==> config.mk <==
export PLATFORM = sky130hd
export DESIGN_NAME = mux_bus_master_flat
export DESIGN_NICKNAME = d
export VERILOG_FILES = /design/src/rtl/mux_bus_if.sv /design/src/rtl/mux_bus_master.sv /design/src/flat_wrapper.sv
export SDC_FILE = /design/constraint.sdc
export NUM_CORES = 1
export LEC_CHECK = 0
export CAP_MARGIN = 20
export CORE_ASPECT_RATIO = 0.7
export CORE_UTILIZATION = 44
export CTS_CLUSTER_SIZE = 20
export DETAILED_ROUTE_END_ITERATION = 10
export PLACE_DENSITY_LB_ADDON = 0.05
export SLEW_MARGIN = 15
export SYNTH_ARGS = -nofsm -noshare
export SYNTH_HDL_FRONTEND = slang
export SYNTH_SLANG_ARGS = --single-unit
==> constraint.sdc <==
create_clock -name clk -period 2.35 [get_ports clk]
set_input_delay 0.235 -clock clk [delete_from_list [all_inputs] [get_ports clk]]
set_output_delay 0.235 -clock clk [all_outputs]
set_load 0.02 [all_outputs]
==> src/rtl/mux_bus_if.sv <==
// Bundles the request/response handshake and the multiplexed bus pins of
// mux_bus_master.
//   master modport: the bus master's view (drives strobes, bus_out, bus_oe,
//                   and the response pulses).
//   slave  modport: the requester/peripheral view of the same wires.
// DATA_W and BL_W must match the parameters of the attached master.
interface mux_bus_if #(
  parameter int DATA_W = 8,
  parameter int BL_W   = 3
);
  logic              start;
  logic              write;
  logic [DATA_W-1:0] addr;
  logic [BL_W-1:0]   burst_len;
  logic [DATA_W-1:0] wdata;
  logic              wdata_ack;
  logic [DATA_W-1:0] rdata;
  logic              rdata_valid;
  logic              busy;
  logic              done;
  logic              CS;
  logic              RD;
  logic              WR;
  logic              AD;
  logic [DATA_W-1:0] bus_out;
  logic              bus_oe;
  logic [DATA_W-1:0] bus_in;

  modport master (
    input  start, write, addr, burst_len, wdata, bus_in,
    output wdata_ack, rdata, rdata_valid, busy, done,
           CS, RD, WR, AD, bus_out, bus_oe
  );

  modport slave (
    output start, write, addr, burst_len, wdata, bus_in,
    input  wdata_ack, rdata, rdata_valid, busy, done,
           CS, RD, WR, AD, bus_out, bus_oe
  );
endinterface

==> src/rtl/mux_bus_master.sv <==
// Master for a multiplexed address/data parallel bus with active-low CS, RD,
// WR and AD strobes. Runs single or burst read/write transactions requested
// through start/done, incrementing the address on every beat. Every phase
// length is a parameter. The tri-state pad is built outside from
// bus_out/bus_oe/bus_in.
// Ports:
//   clk    - clock
//   reset  - synchronous, active-high
//   bus    - mux_bus_if.master: request (start/write/addr/burst_len/wdata),
//            response (wdata_ack/rdata/rdata_valid/busy/done), bus pins
//            (CS/RD/WR/AD/bus_out/bus_oe/bus_in)
//   state  - current FSM state, for debug
//
// state  | meaning
// IDLE   | waiting for start, bus released
// TURN_A | AD low, address driven, before CS falls
// ADDR   | address phase: CS and WR low, AD low
// TURN_B | strobes released, address still driven
// HIZ    | bus released before the data phase
// XFER   | read or write strobe phase
// RECOV  | recovery after each beat; next beat or done
module mux_bus_master #(
  parameter int DATA_W  = 8,
  parameter int BL_W    = 3,
  parameter int T_TURN  = 5,
  parameter int T_ADDR  = 25,
  parameter int T_HIZ   = 25,
  parameter int T_DATA  = 25,
  parameter int T_RECOV = 25,
  parameter int CNT_W   = 6
) (
  input  logic       clk,
  input  logic       reset,
  mux_bus_if.master  bus,
  output logic [2:0] state
);

  typedef enum logic [2:0] {
    S_IDLE   = 3'b000,
    S_TURN_A = 3'b001,
    S_ADDR   = 3'b010,
    S_TURN_B = 3'b011,
    S_HIZ    = 3'b100,
    S_XFER   = 3'b101,
    S_RECOV  = 3'b110
  } state_t;

  localparam logic [CNT_W-1:0] TURN_LAST  = CNT_W'(T_TURN - 1);
  localparam logic [CNT_W-1:0] ADDR_LAST  = CNT_W'(T_ADDR - 1);
  localparam logic [CNT_W-1:0] HIZ_LAST   = CNT_W'(T_HIZ - 1);
  localparam logic [CNT_W-1:0] DATA_LAST  = CNT_W'(T_DATA - 1);
  localparam logic [CNT_W-1:0] RECOV_LAST = CNT_W'(T_RECOV - 1);

  state_t            state_q, state_d;
  logic [CNT_W-1:0]  cnt_q, cnt_d;
  logic [BL_W-1:0]   beats_q, beats_d;
  logic [DATA_W-1:0] addr_q, addr_d;
  logic [DATA_W-1:0] wdata_q, wdata_d;
  logic              write_q, write_d;

  logic [DATA_W-1:0] rdata_q, rdata_d;
  logic [DATA_W-1:0] bus_out_q, bus_out_d;
  logic              rvalid_q, rvalid_d;
  logic              ack_q, ack_d;
  logic              done_q, done_d;
  logic              busy_q, busy_d;
  logic              cs_q, cs_d, rd_q, rd_d, wr_q, wr_d, ad_q, ad_d, oe_q, oe_d;

  always_ff @(posedge clk) begin
    if (reset) state_q <= S_IDLE;
    else       state_q <= state_d;
  end

  always_comb begin
    state_d   = state_q;
    addr_d    = addr_q;
    beats_d   = beats_q;
    write_d   = write_q;
    wdata_d   = wdata_q;
    rdata_d   = rdata_q;
    rvalid_d  = 1'b0;
    ack_d     = 1'b0;
    done_d    = 1'b0;

    case (state_q)
      S_IDLE: begin
        if (bus.start) begin
          state_d = S_TURN_A;
          write_d = bus.write;
          addr_d  = bus.addr;
          beats_d = bus.burst_len;
          if (bus.write) begin
            wdata_d = bus.wdata;
            ack_d   = 1'b1;
          end
        end
      end
      S_TURN_A: if (cnt_q == TURN_LAST) state_d = S_ADDR;
      S_ADDR:   if (cnt_q == ADDR_LAST) state_d = S_TURN_B;
      S_TURN_B: if (cnt_q == TURN_LAST) state_d = S_HIZ;
      S_HIZ:    if (cnt_q == HIZ_LAST)  state_d = S_XFER;
      S_XFER: begin
        if (cnt_q == DATA_LAST) begin
          state_d = S_RECOV;
          if (!write_q) begin
            rdata_d  = bus.bus_in;
            rvalid_d = 1'b1;
          end
        end
      end
      S_RECOV: begin
        if (cnt_q == RECOV_LAST) begin
          if (beats_q == '0) begin
            state_d = S_IDLE;
            done_d  = 1'b1;
          end else begin
            state_d = S_TURN_A;
            beats_d = beats_q - 1'b1;
            addr_d  = addr_q + 1'b1;
            if (write_q) begin
              wdata_d = bus.wdata;
              ack_d   = 1'b1;
            end
          end
        end
      end
      default: state_d = S_IDLE;
    endcase

    // Pin values are decoded from the next state so they are registered
    // alongside it and change exactly on state transitions.
    cs_d      = 1'b1;
    rd_d      = 1'b1;
    wr_d      = 1'b1;
    ad_d      = 1'b1;
    oe_d      = 1'b0;
    bus_out_d = bus_out_q;
    case (state_d)
      S_TURN_A, S_TURN_B: begin
        ad_d      = 1'b0;
        oe_d      = 1'b1;
        bus_out_d = addr_d;
      end
      S_ADDR: begin
        cs_d      = 1'b0;
        wr_d      = 1'b0;
        ad_d      = 1'b0;
        oe_d      = 1'b1;
        bus_out_d = addr_d;
      end
      S_XFER: begin
        cs_d = 1'b0;
        if (write_d) begin
          wr_d      = 1'b0;
          oe_d      = 1'b1;
          bus_out_d = wdata_d;
        end else begin
          rd_d = 1'b0;
        end
      end
      default: ;
    endcase

    busy_d = (state_d != S_IDLE);
    // Counter restarts on every state entry; parked at zero while idle.
    cnt_d  = (state_d != state_q || state_d == S_IDLE) ? '0 : cnt_q + 1'b1;
  end

  always_ff @(posedge clk) begin
    if (reset) begin
      cnt_q     <= '0;
      beats_q   <= '0;
      addr_q    <= '0;
      wdata_q   <= '0;
      write_q   <= 1'b0;
      rdata_q   <= '0;
      bus_out_q <= '0;
      rvalid_q  <= 1'b0;
      ack_q     <= 1'b0;
      done_q    <= 1'b0;
      busy_q    <= 1'b0;
      cs_q      <= 1'b1;
      rd_q      <= 1'b1;
      wr_q      <= 1'b1;
      ad_q      <= 1'b1;
      oe_q      <= 1'b0;
    end else begin
      cnt_q     <= cnt_d;
      beats_q   <= beats_d;
      addr_q    <= addr_d;
      wdata_q   <= wdata_d;
      write_q   <= write_d;
      rdata_q   <= rdata_d;
      bus_out_q <= bus_out_d;
      rvalid_q  <= rvalid_d;
      ack_q     <= ack_d;
      done_q    <= done_d;
      busy_q    <= busy_d;
      cs_q      <= cs_d;
      rd_q      <= rd_d;
      wr_q      <= wr_d;
      ad_q      <= ad_d;
      oe_q      <= oe_d;
    end
  end

  assign state           = state_q;
  assign bus.rdata       = rdata_q;
  assign bus.rdata_valid = rvalid_q;
  assign bus.wdata_ack   = ack_q;
  assign bus.done        = done_q;
  assign bus.busy        = busy_q;
  assign bus.CS          = cs_q;
  assign bus.RD          = rd_q;
  assign bus.WR          = wr_q;
  assign bus.AD          = ad_q;
  assign bus.bus_out     = bus_out_q;
  assign bus.bus_oe      = oe_q;

endmodule

==> src/flat_wrapper.sv <==
// flat-port wrapper written by rule: the top's interface ports become plain ports
module mux_bus_master_flat 
#(
  parameter int DATA_W  = 8,
  parameter int BL_W    = 3,
  parameter int T_TURN  = 5,
  parameter int T_ADDR  = 25,
  parameter int T_HIZ   = 25,
  parameter int T_DATA  = 25,
  parameter int T_RECOV = 25,
  parameter int CNT_W   = 6
)
  (clk, reset, state, bus_start, bus_write, bus_addr, bus_burst_len, bus_wdata, bus_bus_in, bus_wdata_ack, bus_rdata, bus_rdata_valid, bus_busy, bus_done, bus_CS, bus_RD, bus_WR, bus_AD, bus_bus_out, bus_bus_oe);
  mux_bus_if #(.DATA_W(DATA_W), .BL_W(BL_W)) bus_i ();
  input  logic clk;
  input  logic reset;
  output logic [2:0] state;
  input wire logic [$bits(bus_i.start)-1:0] bus_start;
  input wire logic [$bits(bus_i.write)-1:0] bus_write;
  input wire logic [$bits(bus_i.addr)-1:0] bus_addr;
  input wire logic [$bits(bus_i.burst_len)-1:0] bus_burst_len;
  input wire logic [$bits(bus_i.wdata)-1:0] bus_wdata;
  input wire logic [$bits(bus_i.bus_in)-1:0] bus_bus_in;
  output wire logic [$bits(bus_i.wdata_ack)-1:0] bus_wdata_ack;
  output wire logic [$bits(bus_i.rdata)-1:0] bus_rdata;
  output wire logic [$bits(bus_i.rdata_valid)-1:0] bus_rdata_valid;
  output wire logic [$bits(bus_i.busy)-1:0] bus_busy;
  output wire logic [$bits(bus_i.done)-1:0] bus_done;
  output wire logic [$bits(bus_i.CS)-1:0] bus_CS;
  output wire logic [$bits(bus_i.RD)-1:0] bus_RD;
  output wire logic [$bits(bus_i.WR)-1:0] bus_WR;
  output wire logic [$bits(bus_i.AD)-1:0] bus_AD;
  output wire logic [$bits(bus_i.bus_out)-1:0] bus_bus_out;
  output wire logic [$bits(bus_i.bus_oe)-1:0] bus_bus_oe;
  assign bus_i.start = bus_start;
  assign bus_i.write = bus_write;
  assign bus_i.addr = bus_addr;
  assign bus_i.burst_len = bus_burst_len;
  assign bus_i.wdata = bus_wdata;
  assign bus_i.bus_in = bus_bus_in;
  assign bus_wdata_ack = bus_i.wdata_ack;
  assign bus_rdata = bus_i.rdata;
  assign bus_rdata_valid = bus_i.rdata_valid;
  assign bus_busy = bus_i.busy;
  assign bus_done = bus_i.done;
  assign bus_CS = bus_i.CS;
  assign bus_RD = bus_i.RD;
  assign bus_WR = bus_i.WR;
  assign bus_AD = bus_i.AD;
  assign bus_bus_out = bus_i.bus_out;
  assign bus_bus_oe = bus_i.bus_oe;
  mux_bus_master #(.DATA_W(DATA_W), .BL_W(BL_W), .T_TURN(T_TURN), .T_ADDR(T_ADDR), .T_HIZ(T_HIZ), .T_DATA(T_DATA), .T_RECOV(T_RECOV), .CNT_W(CNT_W)) u_core (.clk(clk), .reset(reset), .bus(bus_i), .state(state));
endmodule
* Yosys cells after proc, flatten, opt, wreduce, memory -nomap -nowiden
Cells that the tools add are included.
** Storage, ports and cells
- Bits in registers :: 54
- Latch bits :: 0
- RAM bits :: 0
- Bits in read-only memories :: 0
- Output and inout bits :: 28
- Logic and storage cells :: 99
- Memories :: 0
** Operators by class
- Add/subtract/negate cells :: 3
- $mul :: 0
- Div/mod/pow operators :: 0
- $lt $le $gt $ge :: 0
- Equal/unequal tests :: 17
- Shift operators :: 0
- Muxes and demuxes :: 41
- Bitwise gates (word level) :: 5
- Reduce and logical (&&, ||, !) cells :: 16
** Operator list (number)
- $mux 8 :: 9
- $pmux 8 s2 :: 3
- $mux 3 :: 10
- $pmux 3 s7 :: 1
- $mux 1 :: 14
- $eq 3x2->1 const B :: 4
- $eq 3x3->1 const B :: 4
- $logic_not 3->1 :: 3
- $reduce_or 3->1 :: 3
- $add 8x1->8 const B :: 1
- $add 6x1->6 const B :: 1
- $eq 3x1->1 const B :: 2
- $eq 6x3->1 const B :: 1
- $eq 6x5->1 const B :: 1
- $pmux 1 s2 :: 3
- $pmux 3 s2 :: 1
- $reduce_or 2->1 :: 3
- $not 1->1 :: 5
- $ne 2x1->1 const B :: 2
- $ne 2x2->1 const B :: 2
- $reduce_and 4->1 :: 1
- $reduce_bool 2->1 :: 2
- $ne 3x3->1 :: 1
- $reduce_and 3->1 :: 1
- 4 further kinds :: 4

* Longest topological paths before layout
- Word-level depth :: 8
- Mapped depth :: 10
- Gate-level depth less buffers :: 8

* Worst setup path after synthesis
No wires, ideal clock.
- Path type :: reg-to-reg
- Start :: register u_core.state_q[1], in the netlist u_core.state[1]
- End :: register u_core.bus_out_q[2], in the netlist u_core.bus.bus_out[2]
- Setup time :: 117 ps
- Arrival :: 2415 ps
- Required time :: 2233 ps
- Setup slack :: -182 ps
- Stages on the path, launching flop included :: 8
- Clock period less this slack :: 2532 ps
- Path through :: dfxtp_1 buf_4 nand3b_4 or4_4 o21ai_2 mux2_1 mux2_2 a22o_1
** On the way
- Longest elaborated chain between the ends :: 6
** RTL lines
- from (decl) :: RTL line mux_bus_master.sv:54 : state_t state_q, state_d;
- from (signal assigned) :: RTL line mux_bus_master.sv:71 : else state_q <= state_d;
- $eq 3x3->1, or another cell as far along :: RTL line mux_bus_master.sv:85 : case (state_q)
- $pmux 3 s7 :: RTL line mux_bus_master.sv:85
- $eq 3x1->1 or $eq 3x2->1 (tied branches) :: RTL line mux_bus_master.sv:138 : case (state_d)
- $reduce_or 3->1 (no line)
- $reduce_bool 2->1 (no line)
- $reduce_and 2->1 (no line)
- to (signal assigned) :: RTL line mux_bus_master.sv:194 : bus_out_q <= bus_out_d;
- to (decl) :: RTL line mux_bus_master.sv:62 : logic [DATA_W-1:0] bus_out_q, bus_out_d;
Several ways; a longest one is shown, not always the timed one. The select of a mux whose other input is x is not followed.
A chain may end at the register's enable or synchronous reset.

* Final worst setup path
- Start :: register u_core.beats_q[0]
- End :: register u_core.bus_out_q[2], in the netlist u_core.bus.bus_out[2]
** On the way
- Longest elaborated chain between the ends :: 8
** RTL lines
- from (decl) :: RTL line mux_bus_master.sv:56 : logic [BL_W-1:0] beats_q, beats_d;
- from (signal assigned) :: RTL line mux_bus_master.sv:189 : beats_q <= beats_d;
- $logic_not 3->1 (*) :: RTL line mux_bus_master.sv:113 : if (beats_q == '0) begin
- $mux 1 :: RTL line mux_bus_master.sv:113
- $mux 3 :: RTL line mux_bus_master.sv:112 : if (cnt_q == RECOV_LAST) begin
- $pmux 3 s7 :: RTL line mux_bus_master.sv:85
- $eq 3x1->1 or $eq 3x2->1 (tied branches) :: RTL line mux_bus_master.sv:138
- $reduce_or 3->1 (no line)
- $reduce_bool 2->1 (no line)
- $reduce_and 2->1 (no line)
Every way passes the cells marked *; elsewhere a longest branch is shown, timed or not. The select of a mux whose other input is x is not followed.

==> results.md <==
- End of the worst register-to-register path: u_core.bus.bus_out[2]
- Wire per inst: 13.9 µm
- Multiplexer share of the synthesized area: 0.0990
- Placeable Area: 5310 µm²
- Die Height: 64.6 µm
- Combinational family with the most area after synthesis: simple AND/OR/NAND/NOR gates
- Final Instance Area: 3530 µm²
- Total vias in the final route: 2140
- Post-DR vias/cell: 5.16
- Number of buffers on the longest clock path: 2
- Residual antenna-violating net count after detailed routing: 0
- Slowest cell on the critical path: sky130_fd_sc_hd__or4_4
- Synth Area in Simple Gates: 0.216
- Crit Path Category: reg -> reg
- Reg2reg start: u_core.beats_q[0]
- Clk Tree Root Cell: sky130_fd_sc_hd__clkbuf_8
- PwrDens: 589 nW/µm²
- Cell type contributing the most total cell area after synthesis: sky130_fd_sc_hd__dfxtp_1
- DRC marker count from the first detailed-route iteration: 73
- DRC errors left: 0
- Total instance count after detailed placement: 401
- Number of CTS-inserted buffers: 5
- Setup slack, reg-to-reg: 0.02 ns
- Number of different library cells in the post-synthesis netlist: 57
- Final count of hold timing violations: 0
- Highest clock rate: 429 MHz
- Max VDD drop: 373 µV
- # Max-Cap Violations: 0
- Adder-Cell Fraction of Synth Area: 0.0294
- Share of the synthesized area in the top cell type: 0.439
- Detailed Route WL: 5780 µm
- Footprint of the multi-input gates: 1400 µm²
- Die Wd: 91.5 µm
- I/O pin total: 59
- Least-Margin Pin Slew: 0.451 ns
- Worst path top cell family by delay: simple AND/OR/NAND/NOR gates
- Syn nets: 297
- Max Clock Skew: 0.0123 ns
- Maximum number of pins on one net before global-route repair: 21
- Final Critical Period: 2.33 ns
- Floorplan die area: 5910 µm²
- Sequential cell area: 1090 µm²
- End-of-flow core utilization: 0.665
- Cell row count: 22
- Half-perimeter wire length of the detailed placement result: 4090 µm
- Minimum setup slack in the final design: 0.0192 ns
- Via count of the first global-routing pass: 2051
- Synth Area in XOR/XNOR: 0.0178
- Number of cells on the worst reg-to-reg path: 8
- #FFs+latches synth: 54
- Hold wc startpoint: bus_burst_len[0]
- Number of warning messages in the yosys log: 0
- First drt pass iteration count: 4
- Number of instances in the synthesized netlist: 261
- GR Util All Layers: 0.213
- Min-delay worst type: in -> reg
- Worst setup timing slack at the placement stage: -0.0677 ns
- Fraction of the mapped netlist area in compound gates: 0.151
- DP Area: 3260 µm²
- Category of the worst setup path capture point: register
- Fraction of layout cells with a size suffix above 1: 0.210
- Sinks on Clock Net: 54
- GR Overflow Total: 0
- Share of the clock period used by the worst path: 0.992
- Worst rel slew slack: 0.698
- Ranking of synthesized cells by area: sky130_fd_sc_hd__dfxtp_1 (44%), sky130_fd_sc_hd__mux2i_1 (8.5%), sky130_fd_sc_hd__nor2_1 (6.1%)
- Antenna Cells: 0
- Cell area after synthesis: 2460 µm²
- Hold path depth: 3
- Cell mode on critical path: sky130_fd_sc_hd__mux2_4
- Number of standard cells in the layout, taps in and fillers out: 415
- Syn avg cell area: 9.44 µm²
- Number of nets in the layout: 378
- Status: completed
- Final setup violation count: 0
- H-tree lvl count: 2
- Post-synthesis sequential area ratio: 0.439
- Area added between synthesis and finish: 43.4%
- Post-synth ARST share: 0
- Worst path cell trace: inv_2 -> ha_4 -> nor2b_4 -> or4_4 -> o21ai_4 -> mux2_4 -> mux2_4 -> a22o_1
- CP max FO: 5
- Worst hold endpoint: u_core.beats_q[0]
- Count of buffer and inverter cells on the critical path: 1
- Clock tree from TritonCTS: built
- Main flop type after synthesis: sky130_fd_sc_hd__dfxtp_1
- Worst-path clk slew: 0.10 ns
- Last weighted congestion value of the routability-driven placer: 0.818
- Unrepaired setup endpoints after global routing: true
- Antenna violations before repair: 0
- Final slew viol count: 0
- PnR Total Power: 2.08 mW
- Leak pwr: 1.38 nW
- Stage delay of the slowest cell on the critical path: 0.53 ns
- Number of buffers inserted by port buffering: 58
- Critical path required time: 2.57 ns
- Initial cell density of the core: 0.464
- Critical path launch point type: register
- Count of fill cells added during filler insertion: 458
- Data arrival time at the worst-slack endpoint: 2.55 ns
- Number of enable flip-flop cells after synthesis: 0
- Worst-Skew Late Latency: 0.32 ns
- Wire length of the first global-routing pass: 9830 µm
[flip-flops by register name, summed over array words and instances (netlist names), 3 cells and up]
register            flops
u_core.addr_q           8
u_core.bus.bus_out      8
u_core.cnt_q            6
u_core.state            3
u_core.beats_q          3
u_core.wdata_q          8
u_core.bus.rdata        8
[worst reg2reg max path: cells and delay by family, from the launching register on]
kind | cells | cell delay (ns)
adder cells (fa/ha/maj) | 1 | 0.14
AND/OR/NAND/NOR | 2 | 0.66
flip-flops | 1 | 0.35
buffers and inverters | 1 | 0.05
AO/OA/AOI/OAI | 2 | 0.45
multiplexers | 2 | 0.60
[metrics by stage]
stage	TNS [ns]	hold slack (ns)
6_report	0	0.474
5_1_grt	-0.113	0.485
3_3_place_gp	-0.184	0.458
4_1_cts	-0.0125	0.465
2_1_floorplan	-0.0285	0.379
3_5_place_dp	-0.375	0.467
[cell usage in the layout, fill, tap and decap left out, drive strengths merged, types with 5 or more instances in the layout]
cell           synthesis  final
a21oi                 10     10
a22o                   8      8
and2                   5      5
buf                    8     29
clkbuf                 6      5
clkdlybuf4s50          0     58
dfxtp                 54     54
ha                     5      5
inv                   10     11
mux2i                 21     21
nand2                 17     17
nand3                 10     10
nor2                  40     40
[Yosys cell counts, drive strengths merged, types with 5 or more instances]
master	count
buf	8
inv	10
a21oi	10
mux2i	21
ha	5
a22o	8
and2	5
nor2	40
clkbuf	6
nand2	17
dfxtp	54
nand3	10
[worst max-delay path by stage]
stage,start,endpoint,slack [ns],depth (start not counted)
2_1_floorplan,u_core.state[2],u_core.bus.bus_out[2],-0.03,7
3_3_place_gp,u_core.cnt_q[1],u_core.bus.bus_out[0],-0.05,10
3_5_place_dp,u_core.cnt_q[1],u_core.bus.bus_out[3],-0.07,10
4_1_cts,u_core.cnt_q[0],u_core.bus.bus_out[2],-0.01,8
5_1_grt,u_core.cnt_q[0],u_core.bus.bus_out[2],-0.04,8
6_report,u_core.beats_q[0],u_core.bus.bus_out[2],0.02,8
[metal layers]
metal  vias to the layer above  wire (µm)  GRT usage
met5                         -          0          0
met4                         0         38     0.0377
met3                         4        323     0.0681
met2                        54       2450      0.325
met1                       994       2960      0.296
li1                       1088          -          -
[kinds of logic (layout without fill, tap and decap cells)]
| family | count (synthesis) | count (layout) |
|---|---|---|
| AOI/OAI and AO/OA | 46 | 46 |
| xor gates and xnor gates | 5 | 5 |
| adders and majority gates | 6 | 6 |
| buffers and inverters | 24 | 105 |
| DFF | 54 | 54 |
| muxes | 24 | 24 |
| and+or+nand+nor | 102 | 103 |
[final cells by class]
| type | instances | area share |
|---|---|---|
| timing repair buffer | 87 | 0.226 |
| clock inverter | 3 | 0.0124 |
| tap | 72 | 0.0255 |
| clock buffer | 5 | 0.0195 |
| multi-input combinational | 184 | 0.397 |
| sequential | 54 | 0.309 |
| inverter | 10 | 0.0106 |
[timing repair]
action | 4_1_cts | 5_1_grt
buffers inserted | 2 | 3
cloned | 1 | 0
pin swaps | 2 | 6
setup endpoints to repair | 10 | 17
gates resized for setup | 11 | 15
hold buffers | 0 | 0
hold endpoints to repair | 0 | 0
[report_power, final]
| group | internal (mW) | switching [mW] |
|---|---|---|
| Clock | 0.318 | 0.319 |
| Sequential | 0.969 | 0.0347 |
| Combinational | 0.230 | 0.208 |
Power figures use the tool's default switching activity.
